===== config.mk =====
export PLATFORM = sky130hd
export DESIGN_NAME = tile_sequencer_flat
export DESIGN_NICKNAME = d
export VERILOG_FILES = /design/src/rtl/tile_sequencer_if.sv /design/src/rtl/tile_sequencer.sv /design/src/flat_wrapper.sv
export SDC_FILE = /design/constraint.sdc
export NUM_CORES = 1
export LEC_CHECK = 0
export CORE_AREA = 3 3 307 309
export CTS_CLUSTER_SIZE = 8
export DETAILED_ROUTE_END_ITERATION = 8
export DIE_AREA = 0 0 310 312
export GPL_ROUTABILITY_DRIVEN = 0
export PLACE_DENSITY = 0.64
export SKIP_LAST_GASP = 1
export SYNTH_ARGS = -nofsm -noshare
export SYNTH_HDL_FRONTEND = slang
export SYNTH_SLANG_ARGS = --single-unit

===== constraint.sdc =====
create_clock -name clk -period 121.7 [get_ports clk]
set_input_delay 24.34 -clock clk [delete_from_list [all_inputs] [get_ports clk]]
set_output_delay 24.34 -clock clk [all_outputs]
set_load 0.03 [all_outputs]

===== src/rtl/tile_sequencer_if.sv =====
// Command-buffer write port between tile_sequencer and the gpu_core Avalon slave.
// cmd_ready is the inverse of the slave's wait request.
interface tile_sequencer_if;
  logic [3:0]  cmd_addr;
  logic [31:0] cmd_data;
  logic        cmd_valid;
  logic        cmd_ready;

  modport master (output cmd_addr, output cmd_data, output cmd_valid, input cmd_ready);
  modport slave  (input cmd_addr, input cmd_data, input cmd_valid, output cmd_ready);
endinterface


===== src/rtl/tile_sequencer.sv =====
// Walks a triangle's tile bounding box x-major and streams the per-tile
// edge/address/raster/write command words, closing with a flush wait.
module tile_sequencer #(
  parameter int TILE_SHIFT      = 5,
  parameter int PIX_BYTES_SHIFT = 1
) (
  input  logic                clk,
  input  logic                rst,
  input  logic                start,
  input  logic [5:0]          tx0,
  input  logic [5:0]          ty0,
  input  logic [5:0]          tx1,
  input  logic [5:0]          ty1,
  input  logic signed [31:0]  w0_base,
  input  logic signed [31:0]  w1_base,
  input  logic signed [31:0]  w2_base,
  input  logic signed [31:0]  w0_dx,
  input  logic signed [31:0]  w1_dx,
  input  logic signed [31:0]  w2_dx,
  input  logic signed [31:0]  w0_dy,
  input  logic signed [31:0]  w1_dy,
  input  logic signed [31:0]  w2_dy,
  input  logic [31:0]         fb_base,
  input  logic [15:0]         stride,
  tile_sequencer_if.master    cmd,
  output logic                busy,
  output logic                done
);

  typedef enum logic [3:0] {
    IDLE, STRIDE, W0, W1, W2, ADDR, RASTER, WRITE, NEXT, FLUSH, DONE
  } state_t;

  state_t st;

  logic [5:0]         r_tx0, r_tx1, r_ty1, tx, ty;
  logic               r_empty;
  logic [15:0]        r_stride;
  logic signed [31:0] dx0, dx1, dx2, dy0, dy1, dy2;
  logic signed [31:0] cur_w0, cur_w1, cur_w2, row_w0, row_w1, row_w2;
  logic [31:0]        cur_addr, row_addr;

  logic               fire, row_end, last_tile;
  logic [31:0]        stride_row, tile_bytes;
  logic signed [31:0] nxt_w0, nxt_w1, nxt_w2, nxt_row_w0, nxt_row_w1, nxt_row_w2;
  logic [31:0]        nxt_addr, nxt_row_addr;

  // Running values for the tile after the current one; at a row end both the
  // row origin and the current tile move down by one tile row.
  always_comb begin
    fire         = cmd.cmd_valid & cmd.cmd_ready;
    row_end      = (tx == r_tx1);
    last_tile    = row_end && (ty == r_ty1);
    stride_row   = {16'b0, r_stride} << TILE_SHIFT;
    tile_bytes   = 32'd1 << (TILE_SHIFT + PIX_BYTES_SHIFT);
    nxt_row_w0   = row_end ? row_w0 + dy0 : row_w0;
    nxt_row_w1   = row_end ? row_w1 + dy1 : row_w1;
    nxt_row_w2   = row_end ? row_w2 + dy2 : row_w2;
    nxt_row_addr = row_end ? row_addr + stride_row : row_addr;
    nxt_w0       = row_end ? nxt_row_w0 : cur_w0 + dx0;
    nxt_w1       = row_end ? nxt_row_w1 : cur_w1 + dx1;
    nxt_w2       = row_end ? nxt_row_w2 : cur_w2 + dx2;
    nxt_addr     = row_end ? nxt_row_addr : cur_addr + tile_bytes;
  end

  always_ff @(posedge clk) begin
    if (rst) begin
      st                                            <= IDLE;
      {cmd.cmd_valid, cmd.cmd_addr, cmd.cmd_data}   <= '0;
      busy                                          <= 1'b0;
      done                                          <= 1'b0;
    end else begin
      done <= 1'b0;
      case (st)
        IDLE: if (start) begin
          r_tx0    <= tx0;
          r_tx1    <= tx1;
          r_ty1    <= ty1;
          tx       <= tx0;
          ty       <= ty0;
          r_empty  <= (tx1 < tx0) || (ty1 < ty0);
          r_stride <= stride;
          dx0 <= w0_dx;  dx1 <= w1_dx;  dx2 <= w2_dx;
          dy0 <= w0_dy;  dy1 <= w1_dy;  dy2 <= w2_dy;
          cur_w0 <= w0_base;  cur_w1 <= w1_base;  cur_w2 <= w2_base;
          row_w0 <= w0_base;  row_w1 <= w1_base;  row_w2 <= w2_base;
          cur_addr <= fb_base;
          row_addr <= fb_base;
          busy     <= 1'b1;
          st       <= STRIDE;
          {cmd.cmd_valid, cmd.cmd_addr, cmd.cmd_data} <= {1'b1, 4'd9, 16'b0, stride};
        end
        STRIDE: if (fire) begin
          if (r_empty) begin
            st <= FLUSH;
            {cmd.cmd_valid, cmd.cmd_addr, cmd.cmd_data} <= {1'b1, 4'd0, 32'd4};
          end else begin
            st <= W0;
            {cmd.cmd_valid, cmd.cmd_addr, cmd.cmd_data} <= {1'b1, 4'd5, cur_w0};
          end
        end
        W0: if (fire) begin
          st <= W1;
          {cmd.cmd_valid, cmd.cmd_addr, cmd.cmd_data} <= {1'b1, 4'd6, cur_w1};
        end
        W1: if (fire) begin
          st <= W2;
          {cmd.cmd_valid, cmd.cmd_addr, cmd.cmd_data} <= {1'b1, 4'd7, cur_w2};
        end
        W2: if (fire) begin
          st <= ADDR;
          {cmd.cmd_valid, cmd.cmd_addr, cmd.cmd_data} <= {1'b1, 4'd8, cur_addr};
        end
        ADDR: if (fire) begin
          st <= RASTER;
          {cmd.cmd_valid, cmd.cmd_addr, cmd.cmd_data} <= {1'b1, 4'd0, 32'd0};
        end
        RASTER: if (fire) begin
          st <= WRITE;
          {cmd.cmd_valid, cmd.cmd_addr, cmd.cmd_data} <= {1'b1, 4'd0, 32'd2};
        end
        WRITE: if (fire) begin
          st <= NEXT;
          {cmd.cmd_valid, cmd.cmd_addr, cmd.cmd_data} <= '0;
        end
        // Equality end tests keep tx1/ty1 = 63 from wrapping the 6-bit counters.
        NEXT: begin
          if (last_tile) begin
            st <= FLUSH;
            {cmd.cmd_valid, cmd.cmd_addr, cmd.cmd_data} <= {1'b1, 4'd0, 32'd4};
          end else begin
            tx       <= row_end ? r_tx0 : tx + 6'd1;
            ty       <= row_end ? ty + 6'd1 : ty;
            cur_w0   <= nxt_w0;  cur_w1 <= nxt_w1;  cur_w2 <= nxt_w2;
            row_w0   <= nxt_row_w0;  row_w1 <= nxt_row_w1;  row_w2 <= nxt_row_w2;
            cur_addr <= nxt_addr;
            row_addr <= nxt_row_addr;
            st       <= W0;
            {cmd.cmd_valid, cmd.cmd_addr, cmd.cmd_data} <= {1'b1, 4'd5, nxt_w0};
          end
        end
        FLUSH: if (fire) begin
          st   <= DONE;
          done <= 1'b1;
          busy <= 1'b0;
          {cmd.cmd_valid, cmd.cmd_addr, cmd.cmd_data} <= '0;
        end
        DONE:    st <= IDLE;
        default: st <= IDLE;
      endcase
    end
  end

endmodule

===== src/flat_wrapper.sv =====
// flat-port wrapper written by rule: the top's interface ports become plain ports
module tile_sequencer_flat 
#(
  parameter int TILE_SHIFT      = 5,
  parameter int PIX_BYTES_SHIFT = 1
)
  (clk, rst, start, tx0, ty0, tx1, ty1, w0_base, w1_base, w2_base, w0_dx, w1_dx, w2_dx, w0_dy, w1_dy, w2_dy, fb_base, stride, busy, done, cmd_cmd_addr, cmd_cmd_data, cmd_cmd_valid, cmd_cmd_ready);
  tile_sequencer_if cmd_i ();
  input  logic clk;
  input  logic rst;
  input  logic start;
  input  logic [5:0] tx0;
  input  logic [5:0] ty0;
  input  logic [5:0] tx1;
  input  logic [5:0] ty1;
  input  logic signed [31:0] w0_base;
  input  logic signed [31:0] w1_base;
  input  logic signed [31:0] w2_base;
  input  logic signed [31:0] w0_dx;
  input  logic signed [31:0] w1_dx;
  input  logic signed [31:0] w2_dx;
  input  logic signed [31:0] w0_dy;
  input  logic signed [31:0] w1_dy;
  input  logic signed [31:0] w2_dy;
  input  logic [31:0] fb_base;
  input  logic [15:0] stride;
  output logic busy;
  output logic done;
  output wire logic [$bits(cmd_i.cmd_addr)-1:0] cmd_cmd_addr;
  output wire logic [$bits(cmd_i.cmd_data)-1:0] cmd_cmd_data;
  output wire logic [$bits(cmd_i.cmd_valid)-1:0] cmd_cmd_valid;
  input wire logic [$bits(cmd_i.cmd_ready)-1:0] cmd_cmd_ready;
  assign cmd_cmd_addr = cmd_i.cmd_addr;
  assign cmd_cmd_data = cmd_i.cmd_data;
  assign cmd_cmd_valid = cmd_i.cmd_valid;
  assign cmd_i.cmd_ready = cmd_cmd_ready;
  tile_sequencer #(.TILE_SHIFT(TILE_SHIFT), .PIX_BYTES_SHIFT(PIX_BYTES_SHIFT)) u_core (.clk(clk), .rst(rst), .start(start), .tx0(tx0), .ty0(ty0), .tx1(tx1), .ty1(ty1), .w0_base(w0_base), .w1_base(w1_base), .w2_base(w2_base), .w0_dx(w0_dx), .w1_dx(w1_dx), .w2_dx(w2_dx), .w0_dy(w0_dy), .w1_dy(w1_dy), .w2_dy(w2_dy), .fb_base(fb_base), .stride(stride), .cmd(cmd_i), .busy(busy), .done(done));
endmodule

==> results.py <==
metrics = {
    "cts": {
        "htree_levels": 3,
        "cts_tree": "yes",
        "postCtsResizedCells": 0,
        "cts_buffers": 78,
        "ctsRootBufferMaster": "clkbuf_16",
        "cts.reportedPaths.clkPinSlew_ps": 50,
        "cts_hold_buf": 0,
        "clockBufferDepth": 3,
        "cts.sinks": 538,
        "post_cts_buffers": 0,
        "clock_latency_ps": 640,
    },
    "global_route": {
        "grt_max_degree": 156,
        "grt_pass1_wl_mm": 157.2,
        "grt-ovfl-total": 0,
        "antenna_found_initial": 24,
        "grt_usage": 0.2129,
        "grt_pass1_vias": 25590,
    },
    "synthesis": {
        "synthFlopType": "edfxtp_1",
        "ys_ff_latch": 538,
        "yosys_warnings": 0,
        "synthCells": 3087,
        "ys_seq_area_frac": 0.4913,
        "synth_edf_count": 495,
        "synth_async_sr_flop_share": 0,
        "syn_nets": 3673,
        "netlist_area_um2": 32010,
        "avgSynthCellArea_um2": 10.37,
        "ys_types": 85,
    },
    "sta": {
        "fin_skew_ps": 26.19,
        "slew_violations": 0,
        "fin_setup_tns_ps": 0,
        "hold_viol": 0,
        "maxSlewHeadroom": 0.3040,
        "min_period_ps": 27200,
        "finalCritPeriodShare": 0.2235,
        "fmax_mhz": 36.77,
        "rsz0062_at_grt": "false",
        "setup_ws_ps": 94500,
        "worst_slew_pin_slew_ps": 1041,
        "setup_viol": 0,
    },
    "detailed_routing": {
        "wl_per_cell_um": 22.51,
        "drc_errors": 0,
        "wl_mm": 106.1,
        "drt-pass1-iter-count": 6,
        "via_count": 26160,
        "drt_iter0_markers": 2348,
        "ant_nets": 0,
        "via_per_inst": 5.549,
    },
    "hold_path": {
        "hp-class": "flop to flop",
    },
    "placement": {
        "placed_cells_incl_taps": 4587,
        "dp.final_hpwl_mm": 78.07,
        "io_buffers": 402,
        "preCtsSetupSlack_ps": 93850,
    },
    "layout": {
        "regArea_um2": 15730,
        "final_nets": 4067,
        "area_growth_syn_to_layout_pct": 23.81,
        "layout_commonest_cell": "edfxtp_1",
        "drive_gt1_frac": 0.04604,
        "final-instance-count-excl-fill": 4715,
        "nFillCells": 8705,
        "final_util": 0.4323,
        "multi_input_area_um2": 15670,
        "layout_common_cells": "edfxtp_1 (495), clkdlybuf4s50_1 (402), nand2_1 (344), a21oi_1 (314)",
    },
    "die": {
        "rows": 111,
        "die_h_um": 312,
        "coreArea_um2": 91660,
        "die_area_um2": 96720,
        "start_util": 0.3492,
        "io_pins": 403,
        "fp.dieW_um": 310,
    },
    "setup_path": {
        "cp_slowest_stage_delay_ps": 830,
        "worstSetupEndpointType": "flop",
        "cp_common_cell": "buf_4",
        "cpMaxStageDelayCell": "buf_4",
        "critPathMaxFanout": 68,
        "cp.required_ps": 121940,
        "path_class": "primary input to flop",
        "crit_chain": "clkdlybuf4s50_1 > buf_4 > inv_1 > nand2_1 > a2111oi_2 > buf_4 > buf_4",
        "cp-start-kind": "primary input",
        "crit_arrival_ps": 27440,
    },
    "power": {
        "p_per_area_nw_per_um2": 19.19,
        "peakVddDrop_mv": 0.01042,
        "power_leakage_nw": 14.97,
    },
    "outcome": {
        "outcome": "finished clean",
    },
    "run": {
        "drv_cap": 0,
    },
}
final cells by class:
class / instances / share of cell area
clock buffers: 112 / 0.05513
inverters: 72 / 0.006820
flip-flops and latches: 538 / 0.3968
well taps: 1186 / 0.03745
diodes: 10 / 0.0006315
repair buffers: 427 / 0.1066
clock inverters: 6 / 0.001168
multi-input cells: 2364 / 0.3954
per-layer routing:
metal / track usage / part of all wire / vias up / wire length (um)
met5: 0 / 0.0021 / - / 227
met2: 0.3377 / 0.45 / 922 / 48070
met1: 0.2913 / 0.44 / 12540 / 46780
met3: 0.04832 / 0.078 / 173 / 8304
met4: 0.05956 / 0.026 / 32 / 2772
li1: - / - / 12500 / -
state kept, by name, summed over array words and instances (netlist names), 32 cells and up:
name / flops
u_core.cur_w2: 32
u_core.dx1: 32
u_core.row_w2: 32
u_core.cur_w1: 32
u_core.dy1: 32
u_core.dy2: 32
u_core.dy0: 32
u_core.cmd.cmd_data: 32
u_core.row_addr: 32
u_core.row_w0: 32
u_core.dx2: 32
u_core.row_w1: 32
u_core.dx0: 32
u_core.cur_addr: 32
u_core.cur_w0: 32
synth_stat cells (5+ instances only):
library cell  instances  area [um2]
or2_2                 7       43.79
nor2b_1              21       131.4
a211o_1               8       70.07
o21a_1               36       270.3
nand4_1              31       193.9
nor2_1              218       818.3
o21bai_1             19       142.6
nand3_1              68       340.3
a221oi_1              7       61.31
a211oi_1             25       187.7
or3_1                14       87.58
a21boi_1              7       52.55
o221ai_1             11       96.34
a22oi_1              40       300.3
o31ai_1              12       90.09
xnor2_1             135        1182
o22ai_1              18       112.6
and2_1               28       175.2
dfxtp_1              43       860.8
mux2i_1               7       70.07
clkbuf_1            102       382.9
a21o_1              124       930.9
o21ai_0             177       885.9
inv_1                72       270.3
nor4_1                9       56.30
buf_1                 9       33.78
nor3_1               47       235.2
ha_1                215        2690
fa_1                  7       140.1
nand2_1             345        1295
o31a_1                5       43.79
edfxtp_1            495       14860
and4_1               12       105.1
nand2b_1             43       269.0
a21oi_1             315        1577
a311oi_1              6       52.55
a222oi_1             30       300.3
o211ai_1             22       165.2
xor2_1               93       814.5
a221o_1              14       140.1
a31oi_1              38       237.7
o21ai_1              34       170.2
a21boi_0             11       82.58
and3_1               29       181.4
where the power goes:
group	total [mW]	switching [mW]	internal, mW	leakage (nW)
Sequential	0.271	0.0242	0.247	4.93
Clock	0.207	0.0839	0.123	1.08
Combinational	0.283	0.171	0.111	8.96
worst paths after layout:
kind                                              start                       to  slack [ps]  cells past startpoint
worst max-delay path                                rst        u_core.row_w1[28]       94500                      7
worst min-delay path            u_core.cmd.cmd_data[19]  u_core.cmd.cmd_data[19]         490                      1
worst max register to register             u_core.st[2]        u_core.row_w2[26]      117000                      8
worst min register to register  u_core.cmd.cmd_data[19]  u_core.cmd.cmd_data[19]         490                      1
critical path: cells and delay by family:
kind | cells | cell delay, ps
and+or+nand+nor | 1 | 180
buffers and inverters | 5 | 2420
AOI/OAI and AO/OA | 1 | 350
stage by stage:
stage	cell area (um2)	power [mW]	hold slack [ps]
floorplan	32010	0.4921	494.4
global placement	37370	0.5498	467.1
detailed placement	37370	0.5529	473.6
CTS	39600	0.7638	497.2
global route	39610	0.8053	510.2
finish	39630	0.7603	489.3
cell families after synthesis:
family / after synthesis / synth area share
AO/OA/AOI/OAI: 1019 / 0.2063
XOR/XNOR: 228 / 0.06239
adder cells (fa/ha/maj): 222 / 0.08843
buffers and inverters: 185 / 0.02177
flip-flops: 538 / 0.4913
multiplexers: 11 / 0.003597
AND/OR/NAND/NOR: 884 / 0.1262
Note: power is estimated with default switching activity, not from simulation.
